## config.mk

```make
export PLATFORM = sky130hd
export DESIGN_NAME = from_fp9
export DESIGN_NICKNAME = d
export VERILOG_FILES = /design/src/rtl/from_fp9_pkg.sv /design/src/rtl/from_fp9_round_cvt.sv /design/src/rtl/from_fp9.sv
export SDC_FILE = /design/constraint.sdc
export NUM_CORES = 1
export LEC_CHECK = 0
export ABC_CLOCK_PERIOD_IN_PS = 3700
export BUFFER_PORTS_ARGS = -buffer_cell sky130_fd_sc_hd__buf_2
export CAP_MARGIN = 10
export CORE_MARGIN = 3
export CORE_UTILIZATION = 45
export CTS_CLUSTER_SIZE = 28
export DETAILED_ROUTE_END_ITERATION = 10
export HOLD_SLACK_MARGIN = 0.12
export PLACE_DENSITY = 0.67
export SKIP_LAST_GASP = 1
export SLEW_MARGIN = 20
export SYNTH_ARGS = -nofsm -noshare
export SYNTH_HDL_FRONTEND = slang
export SYNTH_SLANG_ARGS = --single-unit
```

## constraint.sdc

```tcl
create_clock -name clk -period 3.7 [get_ports clk]
set_input_delay 0.37 -clock clk [delete_from_list [all_inputs] [get_ports clk]]
set_output_delay 0.37 -clock clk [all_outputs]
set_load 0.02 [all_outputs]
```

## src/rtl/from_fp9_pkg.sv

```systemverilog
// Shared definitions for the FP9 return-path converter: type codes, FP9 field
// layout, exponent biases and the internal conversion-target encoding.
package from_fp9_pkg;

  localparam int MATRIX_BUS_WIDTH = 32;

  localparam logic [4:0] TYPE_FP4  = 5'd1;
  localparam logic [4:0] TYPE_FP8  = 5'd2;
  localparam logic [4:0] TYPE_FP16 = 5'd3;

  localparam logic [2:0] SUB_FP8E4M3 = 3'd0;
  localparam logic [2:0] SUB_FP8E5M2 = 3'd1;

  localparam int FP9_EXP_W = 5;
  localparam int FP9_MAN_W = 3;
  localparam int FP9_W     = 1 + FP9_EXP_W + FP9_MAN_W;

  localparam int FP9_BIAS  = 15;
  localparam int E5M2_BIAS = 15;
  localparam int E4M3_BIAS = 7;
  localparam int E2M1_BIAS = 1;

  localparam int E4M3_EXP_OFS = FP9_BIAS - E4M3_BIAS;

  typedef enum logic [2:0] {
    TGT_FP16,
    TGT_E5M2,
    TGT_E4M3,
    TGT_FP4,
    TGT_BAD
  } tgt_e;

  typedef enum logic [1:0] {
    ST_IDLE,
    ST_HALF,
    ST_OUT
  } state_e;

  // Any code pair outside the supported set decodes to TGT_BAD.
  function automatic tgt_e decode_tgt(input logic [4:0] t, input logic [2:0] sub);
    tgt_e r;
    r = TGT_BAD;
    if (t == TYPE_FP16) begin
      r = TGT_FP16;
    end else if (t == TYPE_FP4) begin
      r = TGT_FP4;
    end else if (t == TYPE_FP8) begin
      if (sub == SUB_FP8E4M3) begin
        r = TGT_E4M3;
      end else if (sub == SUB_FP8E5M2) begin
        r = TGT_E5M2;
      end
    end
    return r;
  endfunction

endpackage

```

## src/rtl/from_fp9_round_cvt.sv

```systemverilog
// Combinational FP9 (E5M3) to FP16 / E5M2 / E4M3 / E2M1 conversion with RNE
// rounding; the result sits in the low bits of res.
module fp9_round_cvt
  import from_fp9_pkg::*;
(
  input  logic [FP9_W-1:0] fp9,
  input  tgt_e             target,
  output logic [15:0]      res,
  output logic             of,
  output logic             uf,
  output logic             nv
);

  logic       s;
  logic [4:0] e;
  logic [2:0] m;
  logic       is_inf;
  logic       is_nan;
  logic [4:0] e_eff;
  logic [3:0] sig;

  assign s      = fp9[8];
  assign e      = fp9[7:3];
  assign m      = fp9[2:0];
  assign is_inf = (e == 5'd31) && (m == 3'd0);
  assign is_nan = (e == 5'd31) && (m != 3'd0);
  assign e_eff  = (e == 5'd0) ? 5'd1 : e;
  assign sig    = {e != 5'd0, m};

  // E5M2 shares the exponent bias, so rounding is a carry into {e, m[2:1]}.
  logic [6:0] e5_sum;
  assign e5_sum = {e, m[2:1]} + {6'd0, m[1] & m[0]};

  // E4M3 below min normal: significand expressed in units of 2^-9, then RNE.
  logic [4:0]  e4_sh;
  logic [11:0] e4_ext;
  logic        e4_g;
  logic        e4_st;
  logic        e4_up;
  logic [3:0]  e4_q;
  logic [4:0]  e4_exp;

  assign e4_sh  = 5'(E4M3_EXP_OFS + 1) - e_eff;
  assign e4_ext = {sig, 8'd0} >> e4_sh;
  assign e4_g   = e4_ext[7];
  assign e4_st  = |e4_ext[6:0];
  assign e4_up  = e4_g & (e4_st | e4_ext[8]);
  assign e4_q   = e4_ext[11:8] + {3'd0, e4_up};
  assign e4_exp = e - 5'(E4M3_EXP_OFS);

  // E2M1 below 1.0: units of 0.5, shift clamped since anything further is sticky only.
  logic [4:0] e2_sh;
  logic [8:0] e2_ext;
  logic       e2_inexact;
  logic       e2_up;
  logic [3:0] e2_q;
  logic       e2_up_n;
  logic [5:0] e2_n;
  logic       e2_of;

  assign e2_sh      = (e_eff <= 5'd12) ? 5'd5 : (5'd17 - e_eff);
  assign e2_ext     = {sig, 5'd0} >> e2_sh;
  assign e2_inexact = e2_ext[4] | (|e2_ext[3:0]);
  assign e2_up      = e2_ext[4] & ((|e2_ext[3:0]) | e2_ext[5]);
  assign e2_q       = e2_ext[8:5] + {3'd0, e2_up};
  assign e2_up_n    = m[1] & (m[0] | m[2]);
  assign e2_n       = {e - 5'd14, m[2]} + {5'd0, e2_up_n};
  assign e2_of      = is_inf || (e >= 5'd18) || ((e == 5'd17) && (m > 3'd4));

  logic unused_bits;
  assign unused_bits = ^{e4_exp[4], e2_q[3], e2_n[5:3]};

  always_comb begin
    res = '0;
    of  = 1'b0;
    uf  = 1'b0;
    nv  = 1'b0;
    case (target)
      TGT_FP16: begin
        res = {s, e, m, 7'd0};
      end
      TGT_E5M2: begin
        if (is_nan) begin
          res[7:0] = {s, 7'h7F};
        end else if (is_inf) begin
          res[7:0] = {s, 7'h7C};
        end else begin
          res[7:0] = {s, e5_sum};
          of       = (e5_sum[6:2] == 5'd31);
          uf       = (e5_sum[6:2] == 5'd0) && m[0];
        end
      end
      TGT_E4M3: begin
        if (is_nan) begin
          res[7:0] = {s, 7'h7F};
        end else if (is_inf || (e >= 5'd24) || ((e == 5'd23) && (m == 3'd7))) begin
          res[7:0] = {s, 7'h7E};
          of       = 1'b1;
        end else if (e >= 5'(E4M3_EXP_OFS + 1)) begin
          res[7:0] = {s, e4_exp[3:0], m};
        end else begin
          res[7:0] = {s, 3'd0, e4_q};
          uf       = !e4_q[3] && (e4_g | e4_st);
        end
      end
      TGT_FP4: begin
        if (is_nan) begin
          nv = 1'b1;
        end else if (e2_of) begin
          res[3:0] = {s, 3'b111};
          of       = 1'b1;
        end else if (e >= 5'd15) begin
          res[3:0] = {s, e2_n[2:0]};
        end else begin
          res[3:0] = {s, e2_q[2:0]};
          uf       = !e2_q[1] && e2_inexact;
        end
      end
      default: begin
        nv = 1'b1;
      end
    endcase
  end

endmodule

```

## src/rtl/from_fp9.sv

```systemverilog
// FP9 return-path converter: converts one element per handshake and packs the
// result (two FP4 nibbles per byte) onto the matrix bus with valid/ready.
module from_fp9
  import from_fp9_pkg::*;
#(
  parameter int BUS_W = MATRIX_BUS_WIDTH
) (
  input  logic             clk,
  input  logic             rst,
  input  logic [4:0]       type_c,
  input  logic [2:0]       type_c_sub,
  input  logic [8:0]       c_i,
  input  logic             in_valid_i,
  output logic             in_ready_o,
  input  logic             flush_i,
  output logic [BUS_W-1:0] c_o,
  output logic             of_o,
  output logic             uf_o,
  output logic             nv_o,
  output logic             out_valid_o,
  input  logic             out_ready_i
);

  state_e      state;
  state_e      state_d;
  tgt_e        tgt_q;
  tgt_e        cvt_tgt;
  logic [3:0]  lo_nib;
  logic        lo_of;
  logic        lo_uf;
  logic        lo_nv;
  logic [15:0] cvt_res;
  logic        cvt_of;
  logic        cvt_uf;
  logic        cvt_nv;
  logic        accept;

  // The type is only sampled on the first element of a pack.
  assign cvt_tgt = (state == ST_IDLE) ? decode_tgt(type_c, type_c_sub) : tgt_q;
  assign accept  = in_valid_i && in_ready_o;

  fp9_round_cvt u_cvt (
    .fp9    (c_i),
    .target (cvt_tgt),
    .res    (cvt_res),
    .of     (cvt_of),
    .uf     (cvt_uf),
    .nv     (cvt_nv)
  );

  always_ff @(posedge clk or posedge rst) begin
    if (rst) begin
      state <= ST_IDLE;
    end else begin
      state <= state_d;
    end
  end

  always_comb begin
    state_d     = state;
    in_ready_o  = 1'b1;
    out_valid_o = 1'b0;
    case (state)
      ST_IDLE: begin
        if (accept) begin
          state_d = (cvt_tgt == TGT_FP4) ? ST_HALF : ST_OUT;
        end
      end
      ST_HALF: begin
        if (accept || flush_i) begin
          state_d = ST_OUT;
        end
      end
      ST_OUT: begin
        in_ready_o  = 1'b0;
        out_valid_o = 1'b1;
        if (out_ready_i) begin
          state_d = ST_IDLE;
        end
      end
      default: begin
        state_d = ST_IDLE;
      end
    endcase
  end

  // Output word and flags only change on the edge that enters OUT, so they
  // hold steady under backpressure.
  always_ff @(posedge clk or posedge rst) begin
    if (rst) begin
      tgt_q  <= TGT_FP16;
      lo_nib <= 4'd0;
      lo_of  <= 1'b0;
      lo_uf  <= 1'b0;
      lo_nv  <= 1'b0;
      c_o    <= '0;
      of_o   <= 1'b0;
      uf_o   <= 1'b0;
      nv_o   <= 1'b0;
    end else begin
      case (state)
        ST_IDLE: begin
          if (accept) begin
            tgt_q <= cvt_tgt;
            if (cvt_tgt == TGT_FP4) begin
              lo_nib <= cvt_res[3:0];
              lo_of  <= cvt_of;
              lo_uf  <= cvt_uf;
              lo_nv  <= cvt_nv;
            end else begin
              c_o  <= BUS_W'(cvt_res);
              of_o <= cvt_of;
              uf_o <= cvt_uf;
              nv_o <= cvt_nv;
            end
          end
        end
        ST_HALF: begin
          if (accept) begin
            c_o  <= BUS_W'({8'd0, cvt_res[3:0], lo_nib});
            of_o <= lo_of | cvt_of;
            uf_o <= lo_uf | cvt_uf;
            nv_o <= lo_nv | cvt_nv;
          end else if (flush_i) begin
            c_o  <= BUS_W'({12'd0, lo_nib});
            of_o <= lo_of;
            uf_o <= lo_uf;
            nv_o <= lo_nv;
          end
        end
        default: begin
        end
      endcase
    end
  end

endmodule

```

==> impl_metrics.ini <==
[finish]
fin_util_pct = 52.6
layout-drive-gt1-share_pct = 21.3
final_common_cell = buf_2
layout_common_cells = buf_2, nand2_1, nor2_1
antennaDiodeCount = 0
fin_area_sq_um = 3380
layout.nets = 452
area_delta_synth_final_pct = 11.3

[synth]
postSynthCellCount = 385
async_flop_share_pct = 100
synth.distinct_cells = 71
synth_xor_area_share_pct = 2.31
synth_top_family_by_area = compound AO/OA/AOI/OAI gates
synth_compound_area_share_pct = 30.2
synthMuxAreaShare_pct = 3.92
ys_seq_area_share_pct = 25.6
synth_area_sq_um = 3030
synth_edf_count = 0
synthFlopType = dfrtp_1
syn_area_per_cell_sq_um = 7.88
synth_fa_ha_area_share_pct = 3.71
synth-simple-area-share_pct = 24.8
yosys_warnings = 0
ys_ff_latch = 31

[critical_path]
crit_buf_inv = 2
cp-end-kind = flop
path_class = in -> reg
required_ns = 3.86
crit_arrival_ns = 3.42
slowest_stage = ha_1
critPathMaxStageDelay_ns = 0.45
critPathTopFamily = compound AO/OA/AOI/OAI gates
path_cells = buf_2, inv_1, ha_1, mux2i_1, a22oi_1, or2_2, a21oi_1, ha_1, ha_1, nor3_1, o21ai_0, a211o_1, a221oi_1, nor2_1
crit_path_max_fanout = 9
critPathLaunchType = primary input
cpMostUsedCell = ha_1

[place]
place_ws_ns = 0.193
dp_hpwl_mm = 6.23
portBuffers = 42
gp_congestion = 0.893
dpl_cell_area_sq_um = 3260

[clocking]
path_clk_slew_ns = 0.07
clk_latency_ns = 0.28
cts_tree = done
ctsResizeCount = 0
cts_max_level = 2
clockBufferDepth = 2
postCtsHoldBufs = 0
cts_setup_buffers = 0
cts-buffers-inserted = 5
clock_sinks = 31
cts_root_buf = clkbuf_8

[routing]
via_per_inst = 6.03
drc = 0
firstDrtPassIters = 5
drt-initial-drc-count = 308
antenna_left = 0
vias = 3008
wl_per_cell_microns = 16.6
routed_wl_mm = 8.26

[global_route]
grtUsageMet1_pct = 32.6
overflow = 0
grt_pass1_wl_mm = 13.7
grt_max_degree = 24
grt_use_met2_pct = 33.9
antenna_found_initial = 0
grt_pass1_vias = 2740
grt_usage_pct = 21.9
busiest_layer = met2
use_met3_pct = 3.20

[die]
dieWidth_microns = 88.1
core_region_area_sq_um = 6420
dieArea_sq_um = 7760
die_h_microns = 88.1
io-pin-count = 59
num_rows = 29
start_util_pct = 47.2

[timing]
holdWs_ns = 0.219
rsz0062_at_grt = no
finalCritPeriodShare_pct = 88.0
hold_violations = 0
fmax_ghz = 0.307
maxSlewHeadroom_pct = 42.7
fin_setup_tns_ns = 0
fin_crit_ns = 3.25
slew_violations = 0
finalSetupViolCount = 0
worst_pin_slew_ns = 0.860
fin_ws_ns = 0.446
skew_ns = 0.00637

[power]
max-vdd-ir-drop_mv = 0.156
p_leak_nw = 1.56
power_density_nw_per_um2 = 307

[flow_run]
drv_cap = 0

[status]
status = finished clean

[min_path]
hp-class = in -> async
-- final cells by class --
type / count / area [sq um]
clock buffers: 6 / 82.6
multi-input cells: 315 / 2030
fillers: 640 / 3050
well taps: 77 / 96.3
clock inverters: 2 / 35.0
repair buffers: 55 / 308
inverters: 13 / 48.8
flip-flops and latches: 31 / 776
-- layer usage --
| metal | part of all wire (%) | wire [microns] | vias up |
|---|---|---|---|
| met5 | 0 | 0 | - |
| met4 | 1.1 | 89 | 0 |
| met3 | 7.1 | 586 | 8 |
| met2 | 45 | 3750 | 123 |
| met1 | 46 | 3840 | 1411 |
| li1 | - | - | 1466 |
-- path summary, 6_finish.rpt --
path	from	to	slack, ns	depth (start not counted)
max	c_i[4]	c_o[5]	0.45	14
min	rst	state[0]	0.22	2
max in group asynchronous	rst	tgt_q[0]	2.82	3
min reg2reg	lo_uf	lo_uf	0.48	2
min in group clk	out_ready_i	state[1]	0.28	2
max reg2reg	state[0]	c_o[13]	1.19	6
-- through the flow --
step	cells	total power [mW]
global placement	491	0.689
global route	499	1.09
finish	499	1.04
detailed placement	491	0.692
CTS	499	1.04
floorplan	400	0.616
-- cell families after synthesis --
family,Yosys count
buffers and inverters,54
XOR/XNOR,8
adder cells (fa/ha/maj),9
AO/OA/AOI/OAI,125
AND/OR/NAND/NOR,146
other,1
multiplexers,11
flip-flops,31
-- where the power goes --
part           leakage [nW]  internal [mW]  total, mW  switching, mW
clock                0.0612          0.218      0.348          0.130
sequential            0.417          0.359      0.376         0.0166
combinational          1.09          0.108      0.313          0.205
-- synth_stat cells, types with 4 or more instances --
cell / instances / share of area, %
mux2i_1: 4 / 1.3
nor2b_1: 7 / 1.4
o22ai_1: 6 / 1.2
xnor2_1: 6 / 1.7
nor3_1: 10 / 1.7
nor4_1: 6 / 1.2
nand3_1: 10 / 1.7
inv_1: 13 / 1.6
clkbuf_1: 13 / 1.6
a21oi_1: 19 / 3.1
ha_1: 9 / 3.7
and3_1: 5 / 1.0
nand2_1: 34 / 4.2
buf_4: 16 / 4.0
a31oi_1: 6 / 1.2
a21boi_0: 4 / 0.99
a31o_2: 4 / 1.2
buf_2: 11 / 1.8
mux2_2: 7 / 2.6
a22o_1: 9 / 2.6
o31ai_1: 6 / 1.5
and2_1: 6 / 1.2
o211ai_1: 4 / 0.99
nand2b_1: 11 / 2.3
nor2_1: 34 / 4.2
dfrtp_1: 31 / 26
o21ai_0: 20 / 3.3
-- state kept, by name (all words and copies together) (netlist names) --
name    flops
c_o        16
lo_nib      4
lo_nv       1
lo_of       1
lo_uf       1
nv_o        1
of_o        1
state       2
tgt_q       3
uf_o        1
(Power assumes the default switching activity.)
